### src/rtl/shift_sequencer_pkg.sv
// Shared opcodes, FSM states and opcode helpers for the shift sequencer.
package shift_sequencer_pkg;

    localparam logic [2:0] OP_SRL = 3'b000;
    localparam logic [2:0] OP_SLL = 3'b001;
    localparam logic [2:0] OP_SRA = 3'b010;
    localparam logic [2:0] OP_ROR = 3'b011;
    localparam logic [2:0] OP_ROL = 3'b100;

    typedef enum logic [1:0] {
        ST_IDLE  = 2'd0,
        ST_STAGE = 2'd1,
        ST_FIN   = 2'd2
    } state_e;

    function automatic logic is_left(input logic [2:0] op);
        return (op == OP_SLL) || (op == OP_ROL);
    endfunction

    function automatic logic is_rotate(input logic [2:0] op);
        return (op == OP_ROR) || (op == OP_ROL);
    endfunction

    function automatic logic is_reserved(input logic [2:0] op);
        return op > OP_ROL;
    endfunction

endpackage

### src/rtl/shift_sequencer_reverse.sv
// Bit-order reversal; lets left operations reuse the right-shift datapath.
module shift_sequencer_reverse #(
    parameter int WIDTH = 8
) (
    input  logic [WIDTH-1:0] a,
    output logic [WIDTH-1:0] y
);

    for (genvar i = 0; i < WIDTH; i++) begin : g_rev
        assign y[i] = a[WIDTH-1-i];
    end

endmodule

### src/rtl/shift_sequencer.sv
// Multi-cycle barrel shifter: one log-stage per cycle, with start/busy/done.
module shift_sequencer
    import shift_sequencer_pkg::*;
#(
    parameter int WIDTH = 8,
    parameter int SHW   = 3
) (
    input  logic             clk,
    input  logic             reset,
    input  logic             start,
    input  logic [2:0]       op,
    input  logic [WIDTH-1:0] a,
    input  logic [SHW-1:0]   amt,
    output logic [WIDTH-1:0] y,
    output logic             done,
    output logic             busy,
    output logic             err
);

    localparam logic [SHW-1:0] LAST = SHW'(SHW - 1);

    state_e           state_q, state_d;
    logic [SHW-1:0]   cnt_q, cnt_d;
    logic [WIDTH-1:0] work_q, work_d;
    logic [SHW-1:0]   amt_q, amt_d;
    logic [2:0]       op_q, op_d;
    logic             fill_q, fill_d;
    logic [WIDTH-1:0] y_q, y_d;
    logic             err_q, err_d;
    logic             done_q, done_d;

    logic [WIDTH-1:0]   a_rev;
    logic [WIDTH-1:0]   work_rev;
    logic [WIDTH-1:0]   ext;
    logic [2*WIDTH-1:0] wide;
    logic [WIDTH-1:0]   stage_sh;

    shift_sequencer_reverse #(.WIDTH(WIDTH)) u_rev_in (
        .a (a),
        .y (a_rev)
    );

    shift_sequencer_reverse #(.WIDTH(WIDTH)) u_rev_out (
        .a (work_q),
        .y (work_rev)
    );

    // Upper half supplies the bits that enter at the MSB end.
    always_comb begin
        ext      = is_rotate(op_q) ? work_q : {WIDTH{fill_q}};
        stage_sh = WIDTH'(1) << cnt_q;
        wide     = {ext, work_q} >> stage_sh;
    end

    always_comb begin
        state_d = state_q;
        cnt_d   = cnt_q;
        work_d  = work_q;
        amt_d   = amt_q;
        op_d    = op_q;
        fill_d  = fill_q;
        y_d     = y_q;
        err_d   = err_q;
        done_d  = 1'b0;
        unique case (state_q)
            ST_IDLE: begin
                if (start) begin
                    op_d    = op;
                    cnt_d   = '0;
                    state_d = ST_STAGE;
                    if (is_reserved(op)) begin
                        work_d = a;
                        amt_d  = '0;
                        fill_d = 1'b0;
                    end else begin
                        work_d = is_left(op) ? a_rev : a;
                        amt_d  = amt;
                        fill_d = (op == OP_SRA) & a[WIDTH-1];
                    end
                end
            end
            ST_STAGE: begin
                if (amt_q[cnt_q]) begin
                    work_d = wide[WIDTH-1:0];
                end
                cnt_d = cnt_q + SHW'(1);
                if (cnt_q == LAST) begin
                    cnt_d   = '0;
                    state_d = ST_FIN;
                end
            end
            ST_FIN: begin
                y_d     = is_left(op_q) ? work_rev : work_q;
                err_d   = is_reserved(op_q);
                done_d  = 1'b1;
                state_d = ST_IDLE;
            end
            default: state_d = ST_IDLE;
        endcase
    end

    always_ff @(posedge clk) begin
        if (reset) begin
            state_q <= ST_IDLE;
            cnt_q   <= '0;
            work_q  <= '0;
            amt_q   <= '0;
            op_q    <= '0;
            fill_q  <= 1'b0;
            y_q     <= '0;
            err_q   <= 1'b0;
            done_q  <= 1'b0;
        end else begin
            state_q <= state_d;
            cnt_q   <= cnt_d;
            work_q  <= work_d;
            amt_q   <= amt_d;
            op_q    <= op_d;
            fill_q  <= fill_d;
            y_q     <= y_d;
            err_q   <= err_d;
            done_q  <= done_d;
        end
    end

    assign y    = y_q;
    assign err  = err_q;
    assign done = done_q;
    assign busy = (state_q != ST_IDLE);

endmodule

### config.mk
export PLATFORM = sky130hd
export DESIGN_NAME = shift_sequencer
export DESIGN_NICKNAME = d
export VERILOG_FILES = /design/src/rtl/shift_sequencer_pkg.sv /design/src/rtl/shift_sequencer_reverse.sv /design/src/rtl/shift_sequencer.sv
export SDC_FILE = /design/constraint.sdc
export NUM_CORES = 1
export LEC_CHECK = 0
export CORE_MARGIN = 2
export CORE_UTILIZATION = 60
export CTS_CLUSTER_DIAMETER = 80
export DETAILED_ROUTE_END_ITERATION = 10
export DONT_BUFFER_PORTS = 1
export PLACE_DENSITY = 0.77
export SYNTH_ARGS = -nofsm -noshare
export SYNTH_HDL_FRONTEND = slang
export SYNTH_HIERARCHICAL = 1
export SYNTH_SLANG_ARGS = --single-unit
### constraint.sdc
create_clock -name clk -period 5.1 [get_ports clk]
set_input_delay 0.51 -clock clk [delete_from_list [all_inputs] [get_ports clk]]
set_output_delay 0.51 -clock clk [all_outputs]
set_load 0.02 [all_outputs]
==> metrics.csv <==
stage;metric;value;unit
final_layout;ANT cells;0;
synthesis;simple-gate portion of the synthesized area;21.0;%
timing;min cycle time layout;3000;ps
route;DRC violations left;0;
synthesis;share of the yosys chip area belonging to registers;24.5;%
run;maxcap violations;0;
final_layout;synthesis-to-layout area growth;-2.75;%
pwr;leak pwr;0.864;nW
place;DP HPWL;4550;um
clock_network;CTS Sinks;30;
clock_network;worst-case clock buffer depth;2;
die;Placement Rows;23;
synthesis;register bit total from synthesis;30;
timing;Slew Limit Fails;0;
final_layout;Final Cell Area;0.00239;mm2
synthesis;Yosys cell types;68;
status;run status;complete, no violations;
timing;fmax;0.333;GHz
synthesis;main combinational cell family by area after synthesis;compound AO/OA/AOI/OAI gates;
pwr;combinational power share;21.6;%
synthesis;post-synth top area cell;dfxtp_1;
timing;Clock Skew;6.90;ps
setup_path;critical path class;flip-flop to flip-flop;
final_layout;Total Nets Final;306;
synthesis;multiplexer share of the synthesized area;10.9;%
synthesis;Compound-Gate Fraction of Synth Area;30.9;%
clock_network;Clk Tree Root Cell;clkbuf_8;
synthesis;most common cell in the netlist;nor2_1;
pwr;pwr dens;261;mW/mm2
route;via count;2351;
setup_path;CP max FO;29;
pwr;Power Total;622;uW
grt;first-pass GRT wire length;10300;um
place;GPL Wtd Cong;1.02;
synthesis;leading cell types by count after synthesis;31 x nor2_1, 30 x dfxtp_1, 24 x a21oi_1;
synthesis;Async SR Flop Fraction;0;%
route;DR WL/cell;19.2;um
synthesis;Post-synth EDFFs;0;
die;starting density of the core;61.8;%
timing;Slew HR;21.2;%
grt;vias in the first global route;2058;
setup_path;Worst setup EP type;flip-flop;
route;drt pass-1 iters;6;
grt;largest net degree at the start of global routing;30;
die;die height;68.0;um
synthesis;Post-Syn Area;0.00246;mm2
timing;RSZ-0062 raised after global routing;no;
clock_network;hold_buf cts;0;
route;Routed Antenna Nets;0;
die;area of the core;0.00397;mm2
timing;TNS Setup;0;ps
timing;Slew @ Worst Pin;1180;ps
pwr;Net Sw Power;209;uW
synthesis;Synth Instances;317;
synthesis;top_reg_cell synth;dfxtp_1;
place;DP Area;0.00229;mm2
timing;Tcrit/Tclk final;58.9;%
grt;Global Route Usage Sum;30.4;%
pwr;Internal;414;uW
synthesis;Synth Area in XOR/XNOR;1.07;%
setup_path;CP required;5280;ps
clock_network;worst skew pair latency;290;ps
place;pre-CTS WS;2250;ps
route;DR vias/cell;6.96;
route;DRT Wirelength;6480;um
synthesis;Synth top area share;24.5;%
clock_network;H-tree Lvls;2;
timing;final setup violation count;0;
clock_network;TritonCTS clock tree;yes;
setup_path;CP Launch Type;flip-flop;
pwr;Peak VDD IR;0.000164;V
die;DIE AREA;0.00462;mm2
grt;initial antenna violation count;0;
clock_network;Post-CTS Setup Repair Bufs;0;
grt;grt ovf;0;
pwr;switching part of the total power;33.5;%
place;Port Buffers;0;
clock_network;post-CTS sizing;0;
die;Ports;28;
synthesis;YS warnings;6;
synthesis;Synth Area in Adders;1.02;%
synthesis;Syn Nets;336;
clock_network;total CTS buffers;5;
clock_network;CTS clk-pin slew, worst paths;70;ps
final_layout;share of cells above drive strength 1;7.64;%
pwr;Flop pwr share;45.0;%
setup_path;Data arrival, critical path;3180;ps
min_path;HP Class;primary input to flip-flop;
pwr;Clock Power Share;33.5;%
timing;final worst slack;2100;ps
route;DRT iter0 DRCs;261;
synthesis;synth top area cells;dfxtp_1 24%, mux2i_1 8.6%, buf_4 5.8%, a21oi_1 4.9%, nor2_1 4.7%;
timing;final hold vios;0;
synthesis;Avg Cell Area, Syn;7.75;um2
die;DIE WIDTH;68.0;um
## power by group through the flow
stage	registers [mW]	clock network, mW	logic, mW
after floorplan	0.262	0	0.137
after global placement	0.283	0	0.131
after detailed placement	0.283	0	0.130
after CTS	0.278	0.210	0.131
after global routing	0.282	0.216	0.148
final	0.280	0.208	0.134
## path summary, 6_finish.rpt
kind | start | to | slack [ps] | cells after the start
worst max-delay path | cnt_q[0] | work_q[5] | 2100 | 8
worst min-delay path | reset | cnt_q[1] | 280 | 1
worst max register to register | cnt_q[0] | work_q[5] | 2100 | 8
worst min register to register | amt_q[2] | amt_q[2] | 510 | 2
## critical path, stage by stage (launching register included)
cell and delay, ps:
dfxtp_1 1010, and2_4 320, ha_1 380, inv_1 220
nand3_1 120, o21ai_0 90, a222oi_1 330, nor3_1 100
o311a_1 320
## area by class of cell
type	count	area [um2]
Multi-Input combinational cell	241	1590
Clock inverter	2	12.5
Inverter	8	30.0
Fill cell	354	1580
Tap cell	50	62.6
Clock buffer	6	82.6
Sequential cell	30	601
Timing Repair Buffer	1	7.51
## layout by cell type, fill, tap and decap left out, drive strengths merged, types with 4 or more instances in the layout
cell	n
a21oi	24
and3	4
clkbuf	6
nand3	5
nand2	20
inv	7
a22oi	5
nand2b	6
mux2i	21
nor3	7
mux2	5
nor2b	6
dfxtp	30
o21ai	22
a31oi	8
nor2	34
a211oi	12
## through the flow
stage	hold slack (ps)	std cells	util [%]
2_1_floorplan	471	317	-
3_3_place_gp	496	330	57.8
3_5_place_dp	501	330	57.8
4_1_cts	276	338	60.1
5_1_grt	277	338	60.1
6_report	277	338	60.1
## registers in the layout, summed over array words and instances, names as in the netlist
| register | cells |
|---|---|
| work_q | 8 |
| y | 8 |
| amt_q | 3 |
| cnt_q | 3 |
| op_q | 3 |
| state_q | 2 |
| done | 1 |
| err | 1 |
| fill_q | 1 |
## per-layer routing
layer,global-route usage (%),part of all wire (%),vias to the layer above
li1,-,-,1114
met1,39.8,41,1051
met2,46.1,44,158
met3,7.57,10,28
met4,15.3,4.1,0
met5,0,0,-
## logic make-up after synthesis
family / Yosys count
AOI/OAI and AO/OA: 110
and+or+nand+nor: 100
buffers and inverters: 46
DFF: 30
muxes: 26
xor gates and xnor gates: 3
adders and majority gates: 2
Note: power is estimated with default switching activity, not from simulation.
